**config.mk**
```make
export PLATFORM = sky130hd
export DESIGN_NAME = prio_arbiter
export DESIGN_NICKNAME = d
export VERILOG_FILES = /design/src/rtl/prio_arbiter.sv
export SDC_FILE = /design/constraint.sdc
export NUM_CORES = 1
export LEC_CHECK = 0
export ABC_AREA = 1
export BUFFER_PORTS_ARGS = -buffer_cell sky130_fd_sc_hd__clkbuf_2
export CAP_MARGIN = 20
export CORE_MARGIN = 5
export CORE_UTILIZATION = 55
export DETAILED_ROUTE_END_ITERATION = 7
export PLACE_DENSITY = 0.88
export SYNTH_ARGS = -nofsm -noshare
export SYNTH_HDL_FRONTEND = slang
export SYNTH_SLANG_ARGS = --single-unit
```
**constraint.sdc**
```tcl
create_clock -name clk -period 3.5 [get_ports clk]
set_input_delay 0.7 -clock clk [delete_from_list [all_inputs] [get_ports clk]]
set_output_delay 0.7 -clock clk [all_outputs]
set_load 0.01 [all_outputs]
```
**src/rtl/prio_arbiter.sv**
```systemverilog
// Grant arbiter for N requesters sharing one resource: fixed-priority or round-robin
// selection (highest index first), grant held until done, holder withdrawal or tenure limit.
module prio_arbiter #(
  parameter int N        = 8,
  parameter int MAX_HOLD = 16
) (
  input  logic                 clk,
  input  logic                 rst_n,
  input  logic [N-1:0]         req,
  input  logic                 done,
  input  logic                 mode,
  output logic [N-1:0]         grant,
  output logic                 grant_valid,
  output logic [$clog2(N)-1:0] grant_id,
  output logic                 timeout
);

  localparam int IDW = $clog2(N);
  // A zero-width counter is illegal, so an unlimited tenure still keeps one bit.
  localparam int HCW = (MAX_HOLD > 0) ? $clog2(MAX_HOLD + 1) : 1;
  localparam logic [HCW-1:0] HOLD_LAST = (MAX_HOLD > 0) ? HCW'(MAX_HOLD - 1) : '0;

  typedef enum logic {
    IDLE = 1'b0,
    BUSY = 1'b1
  } state_t;

  state_t         state, state_n;
  logic [N-1:0]   grant_n;
  logic           grant_valid_n;
  logic [IDW-1:0] grant_id_n;
  logic           timeout_n;
  logic [IDW-1:0] last_id, last_id_n;
  logic [HCW-1:0] hold_cnt, hold_cnt_n;

  logic [N-1:0]   rr_mask;
  logic [N-1:0]   req_low;
  logic [IDW-1:0] winner;
  logic           hold_exp;
  logic           holder_req;
  logic           release_any;

  // Index of the highest set bit; the caller guarantees v is nonzero.
  function automatic logic [IDW-1:0] highest(input logic [N-1:0] v);
    highest = '0;
    for (int i = 0; i < N; i++) begin
      if (v[i]) highest = IDW'(i);
    end
  endfunction

  // Round-robin walks k-1..0 first, then N-1..k. Requesters below last_id form the
  // preferred group; if none of them asks, plain highest-first over all of req
  // lands in N-1..k. With last_id = 0 the mask is empty and this reduces to fixed priority.
  always_comb begin
    for (int i = 0; i < N; i++) begin
      rr_mask[i] = (IDW'(i) < last_id);
    end
    req_low = req & rr_mask;
    if (mode && (req_low != '0)) winner = highest(req_low);
    else                         winner = highest(req);
  end

  always_comb begin
    hold_exp    = (MAX_HOLD != 0) && (hold_cnt == HOLD_LAST);
    holder_req  = req[grant_id];
    release_any = done || !holder_req || hold_exp;
  end

  // NOTE: every always_comb target gets a default first so no path can infer a latch.
  always_comb begin
    state_n       = state;
    grant_n       = grant;
    grant_valid_n = grant_valid;
    grant_id_n    = grant_id;
    last_id_n     = last_id;
    hold_cnt_n    = hold_cnt;
    timeout_n     = 1'b0;

    unique case (state)
      IDLE: begin
        if (req != '0) begin
          state_n          = BUSY;
          grant_n          = '0;
          grant_n[winner]  = 1'b1;
          grant_valid_n    = 1'b1;
          grant_id_n       = winner;
          last_id_n        = winner;
          hold_cnt_n       = '0;
        end
      end
      BUSY: begin
        if (release_any) begin
          state_n       = IDLE;
          grant_n       = '0;
          grant_valid_n = 1'b0;
          grant_id_n    = '0;
          // A coincident done or withdrawal makes this an ordinary release.
          timeout_n     = hold_exp && !done && holder_req;
        end else if (hold_cnt != '1) begin
          hold_cnt_n = hold_cnt + 1'b1;
        end
      end
      default: begin
        state_n = IDLE;
      end
    endcase
  end

  // NOTE: state registers use non-blocking assignments so every flop samples pre-edge values.
  always_ff @(posedge clk or negedge rst_n) begin
    if (!rst_n) begin
      state       <= IDLE;
      grant       <= '0;
      grant_valid <= 1'b0;
      grant_id    <= '0;
      timeout     <= 1'b0;
      last_id     <= '0;
      hold_cnt    <= '0;
    end else begin
      state       <= state_n;
      grant       <= grant_n;
      grant_valid <= grant_valid_n;
      grant_id    <= grant_id_n;
      timeout     <= timeout_n;
      last_id     <= last_id_n;
      hold_cnt    <= hold_cnt_n;
    end
  end

endmodule

```
* Word level (Yosys, flattened, before mapping)
Index checks and enable logic that the tools add are counted.
** Operators by class
- Muxes and demuxes :: 37
- $add $sub $neg :: 1
- Order comparisons :: 11
- Equal/unequal tests :: 6
- Bitwise gates (word level) :: 2
- Reduce and logical (&&, ||, !) cells :: 13
** Operators with widths (count)
- 3-bit 2-to-1 mux :: 14
- 8-bit 2-to-1 mux :: 2
- 8-bit one-hot mux with 2 select lines :: 1
- 8-bit nonzero test :: 2
- 5-bit 2-to-1 mux :: 3
- 3-bit < comparator, first input constant :: 4
- 1-bit 2-to-1 mux :: 10
- 5-bit one-hot mux with 2 select lines :: 1
- 8-bit bitwise AND :: 1
- 3-bit by 4-bit < comparator with 1-bit output, second input constant :: 2
- 1-bit by 3-bit < comparator with 1-bit output, first input constant :: 2
- 2-bit by 3-bit < comparator with 1-bit output, first input constant :: 2
- 3-bit one-hot mux with 2 select lines :: 1
- 5-bit by 1-bit adder with 5-bit output, second input constant :: 1
- 5-bit by 4-bit == test with 1-bit output, second input constant :: 1
- 5-bit != test, second input constant :: 1
- 1-bit logical AND :: 4
- 2-bit by 1-bit != test with 1-bit output, second input constant :: 2
- 2-bit != test, second input constant :: 2
- 1-bit one-hot mux with 2 select lines :: 2
- 2-bit AND reduction :: 2
- 1-bit binary-select mux with 3-bit select :: 1
- 1-bit demux with 3-bit select :: 1
- 3-bit by 1-bit >= comparator with 1-bit output, second input constant :: 1
- other kinds (5) :: 7
** Word-level totals
- Logic and storage cells :: 77
- Register bits after elaboration :: 22

* Longest topological paths before layout
- Depth after elaboration :: 16
- Gate-level depth with buffers :: 12
- Mapped depth without buffers :: 12

* Least setup slack after synthesis
OpenSTA, ideal clock, no wires.
- Path kind :: input port to flip-flop
- Start :: input port req[1]
- End :: register grant[1]
- Arrival time :: 1554 ps
- Slack :: 1881 ps
- Stages on the path :: 7
- Buffers on the path :: 0
- Setup time :: 65 ps
- Path through :: nor2_1 > inv_1 > nor4_4 > nor2_2 > a21oi_4 > nand2_1 > nand2_1
** Between the ends
- Cells in the longest elaborated chain, start to end :: 15
- Elaborated cells on any way between the ends :: 34
- Classes of those cells :: 2 x order compare; 2 x eq/ne; 21 x mux; 1 x bitwise; 8 x reduce/logical
** RTL lines
- from (decl) :: line 9 : input logic [N-1:0] req,
- 8-bit bitwise AND :: line 58 : req_low = req & rr_mask;
- 1-bit 2-to-1 mux :: line 47 : if (v[i]) highest = IDW'(i);
- 2-bit 2-to-1 mux :: line 47
- 3-bit 2-to-1 mux (5 in series) :: line 47
- 3-bit 2-to-1 mux :: line 59 : if (mode && (req_low != '0)) winner = highest(req_low);
- 3-bit by 4-bit < comparator with 1-bit output (not written as such) or 3-bit by 1-bit >= comparator with 1-bit output (tied branches) :: line 84 : grant_n[winner] = 1'b1;
- 1-bit logical AND (not written as such) :: line 84
- 1-bit 2-to-1 mux (not written as such) :: line 84
- 1-bit demux with 3-bit select :: line 84
- 8-bit 2-to-1 mux :: line 81 : if (req != '0) begin
- 8-bit one-hot mux with 2 select lines :: line 79 : unique case (state)
- to (signal assigned) :: line 121 : grant <= grant_n;
- to (decl) :: line 12 : output logic [N-1:0] grant,
Parallel ways exist; a longest one is shown, timed or not. The select of a mux whose other input is x is not followed.
A chain may end at the register's enable or synchronous reset.

* Worst setup path after layout
- Start :: register hold_cnt[0]
- End :: register hold_cnt[3]
** Between the ends
- Cells in the longest elaborated chain, start to end :: 4
- Elaborated cells on any way between the ends :: 10
- Classes of those cells :: 1 x add/sub; 4 x eq/ne; 3 x mux; 2 x reduce/logical
** RTL lines
- from (decl) :: line 34 : logic [HCW-1:0] hold_cnt, hold_cnt_n;
- from (signal assigned) :: line 126 : hold_cnt <= hold_cnt_n;
- 5-bit by 1-bit adder with 5-bit output or 5-bit by 4-bit == test with 1-bit output (tied branches) :: line 100, 64
- 5-bit 2-to-1 mux or 1-bit logical OR (tied branches) :: line 99, 66
- 5-bit 2-to-1 mux or 2-bit != test (tied branches)
- 5-bit one-hot mux with 2 select lines or 3-bit AND reduction (tied branches)
Parallel ways exist; a longest one is shown, timed or not. The select of a mux whose other input is x is not followed.

==> results.json <==
{
  "status": "finished, final reports clean",
  "wl_um": 3360,
  "regToRegEndpoint": "hold_cnt[3]$_DFFE_PN0P_",
  "hold_viol_final": 0,
  "die-area_um2": 3800,
  "clock-sinks": 22,
  "startpoint_type": "flip-flop",
  "cts_buffer_depth": 2,
  "drt-wirelength-per-cell_um": 12.7,
  "cp_max_fo": 11,
  "worst_slew_pin_slew_ns": 0.546,
  "hp-class": "primary input to asynchronous set/reset pin",
  "antenna_found_initial": 0,
  "timing.critical_path.arrival_ns": 2.05,
  "cts_buffers": 3,
  "cts-root-buf": "clkbuf_4",
  "ff_latch_area_um2": 551,
  "cts_setup_buffers": 0,
  "grt_overflow": 0,
  "cts_tree": "yes",
  "period_needed_ns": 1.82,
  "max_freq_ghz": 0.551,
  "die_h_um": 61.7,
  "multi_input_area_um2": 795,
  "rsz0062_at_grt": "no",
  "layout_setup_ws_ns": 1.68,
  "maxCapViolations": 0,
  "htreeDepth": 1,
  "cpMostUsedCell": "nand2_1",
  "slew_headroom_pct": 63.6,
  "critical-path-max-stage-delay_ns": 0.44,
  "fin_setup_tns_ns": 0,
  "syn_area_um2": 1470,
  "powerDensity_nw_per_um2": 782,
  "path_cells": "ha_1 > nand2_1 > nor2_1 > ha_1 > inv_1 > nand4_4 > nand2_2 > nand3_2 > nand2_1 > nand2_1",
  "start_util_pct": 58.2,
  "pre_cts_ws_ns": 1.58,
  "vias": 1413,
  "postCtsResizedCells": 0,
  "synthDistinctLibCells": 26,
  "crit_cells": 10,
  "synth_warnings": 0,
  "critPathBufInv": 1,
  "synth_seq_area_share_pct": 37.5,
  "grt_pass1_wl_um": 5800,
  "worst_path_max_delay_cell": "dfrtp_1",
  "drtIter0Drc": 60,
  "ctsHoldBuffers": 0,
  "syn_inst": 209,
  "port_buffers": 24,
  "rr_worst_depth": 10,
  "final_nets": 251,
  "p_leak_nw": 0.946,
  "worst_setup_path_end_kind": "flip-flop",
  "critPathTopFamily": "simple AND/OR/NAND/NOR gates",
  "rows": 18,
  "r2r_setup_slack_ns": 1.68,
  "dp_hpwl_um": 2490,
  "clk_pin_slew_ns": 0.14,
  "area_delta_synth_final_pct": 13.0,
  "antennaDiodeCount": 0,
  "insertion_delay_ns": 0.33,
  "fillCellCount": 217,
  "post-place-cells": 261,
  "coreArea_um2": 2520,
  "finClkSkew_ns": 0.0114,
  "drtPass1Iterations": 4,
  "drtAntennaViolNets": 0,
  "grt_max_degree": 23,
  "setup_viol": 0,
  "drc_errors": 0,
  "fp.dieW_um": 61.7,
  "grtUsageTotal_pct": 20.7,
  "synth-seq-cells": 22,
  "grt_pass1_vias": 1308,
  "fin_util_pct": 65.8,
  "path_class": "flip-flop to flip-flop",
  "io_pins": 25,
  "peakVddDrop_uv": 466,
  "min_period_over_period_pct": 51.9,
  "r2r_start": "hold_cnt[0]$_DFFE_PN0P_",
  "syn_nets": 224,
  "layout-drive-gt1-share_pct": 21.3,
  "place.gp.congestion": 0.847,
  "drt-vias-per-instance": 5.33,
  "instances_no_fill": 265,
  "cp.required_ns": 3.73,
  "avgSynthCellArea_um2": 7.03,
  "slew_viol_final": 0,
  "p_total_mw": 1.30
}
## cell type report
type	instances	area share, %
repair buffers	24	7.23
flip-flops and latches	22	33.2
well taps	30	2.26
inverters	28	6.33
clock buffers	3	1.36
multi-input cells	157	47.9
clock inverters	1	1.81
## routing by layer
metal	vias up	GRT usage (%)	share of wire, %
met1	643	28.8	46
met2	46	30.8	46
li1	715	-	-
met5	-	0	0
met3	9	4.40	5.2
met4	0	9.09	2.1
## cells in the final DEF (no fill, tap or decap)
cell | netlist | layout
nand4_1 | 6 | 6
nand2_1 | 73 | 73
a21oi_1 | 2 | 2
nand2_2 | 11 | 11
nor2_1 | 22 | 22
nor2_2 | 2 | 2
o211ai_1 | 1 | 1
nand3_2 | 4 | 4
ha_1 | 3 | 3
inv_2 | 1 | 1
nand3_1 | 15 | 15
nor4_4 | 1 | 1
clkbuf_4 | 0 | 3
inv_1 | 26 | 26
nor3b_1 | 1 | 1
bufinv_16 | 0 | 1
xor2_1 | 1 | 1
nand2_4 | 1 | 1
nor3_1 | 1 | 1
o21a_1 | 1 | 1
a21oi_4 | 1 | 1
o21ai_1 | 4 | 4
clkinv_1 | 1 | 1
o21ai_0 | 6 | 6
dfrtp_1 | 22 | 22
clkbuf_2 | 0 | 24
nand4_4 | 1 | 1
## metrics by stage
stage	hold slack, ns	cell area (µm²)
after floorplan	0.404	1470
after global placement	0.470	1610
after detailed placement	0.468	1610
after CTS	0.354	1660
after global routing	0.357	1660
final	0.325	1660
## where the power goes
| group | total (mW) | switching [mW] | internal [mW] |
|---|---|---|---|
| logic | 0.643 | 0.425 | 0.218 |
| clock network | 0.203 | 0.0876 | 0.116 |
| registers | 0.451 | 0.109 | 0.343 |
| total | 1.30 | 0.621 | 0.677 |
## worst max path at each step
stage                              endpoint                    start  slack, ns
global placement       grant[0]$_DFFE_PN0P_                   req[4]       1.60
finish              hold_cnt[3]$_DFFE_PN0P_  hold_cnt[0]$_DFFE_PN0P_       1.68
global route        hold_cnt[3]$_DFFE_PN0P_  hold_cnt[0]$_DFFE_PN0P_       1.54
CTS                 hold_cnt[3]$_DFFE_PN0P_  hold_cnt[0]$_DFFE_PN0P_       1.69
floorplan              grant[1]$_DFFE_PN0P_                   req[1]       1.88
detailed placement     grant[3]$_DFFE_PN0P_                   req[4]       1.58
## registers in the layout, summed over array words and instances, names as in the netlist
signal and cells:
last_id 3, grant 8, timeout 1, state 1
grant_valid 1, grant_id 3, hold_cnt 5
## synthesized netlist by cell type
library cell / n / area [µm²]
a21oi_1: 2 / 10.0
a21oi_4: 1 / 16.3
buf_4: 1 / 7.51
buf_6: 1 / 11.3
clkinv_1: 1 / 3.75
dfrtp_1: 22 / 551
ha_1: 3 / 37.5
inv_1: 26 / 97.6
inv_2: 1 / 3.75
nand2_1: 73 / 274
nand2_2: 11 / 68.8
nand2_4: 1 / 11.3
nand3_1: 15 / 75.1
nand3_2: 4 / 40.0
nand4_1: 6 / 37.5
nand4_4: 1 / 21.3
nor2_1: 22 / 82.6
nor2_2: 2 / 12.5
nor3_1: 1 / 5.00
nor3b_1: 1 / 7.51
nor4_4: 1 / 21.3
o211ai_1: 1 / 7.51
o21a_1: 1 / 7.51
o21ai_0: 6 / 30.0
o21ai_1: 4 / 20.0
xor2_1: 1 / 8.76
## kinds of logic (layout without fill, tap and decap cells)
logic type / Yosys count / after routing / share of synthesized area (%)
xor gates and xnor gates: 1 / 1 / 0.596
and+or+nand+nor: 138 / 138 / 44.7
adders and majority gates: 3 / 3 / 2.56
DFF: 22 / 22 / 37.5
AOI/OAI and AO/OA: 15 / 15 / 6.22
buffers and inverters: 30 / 56 / 8.43
No activity file was read; power rests on OpenSTA's default activity.
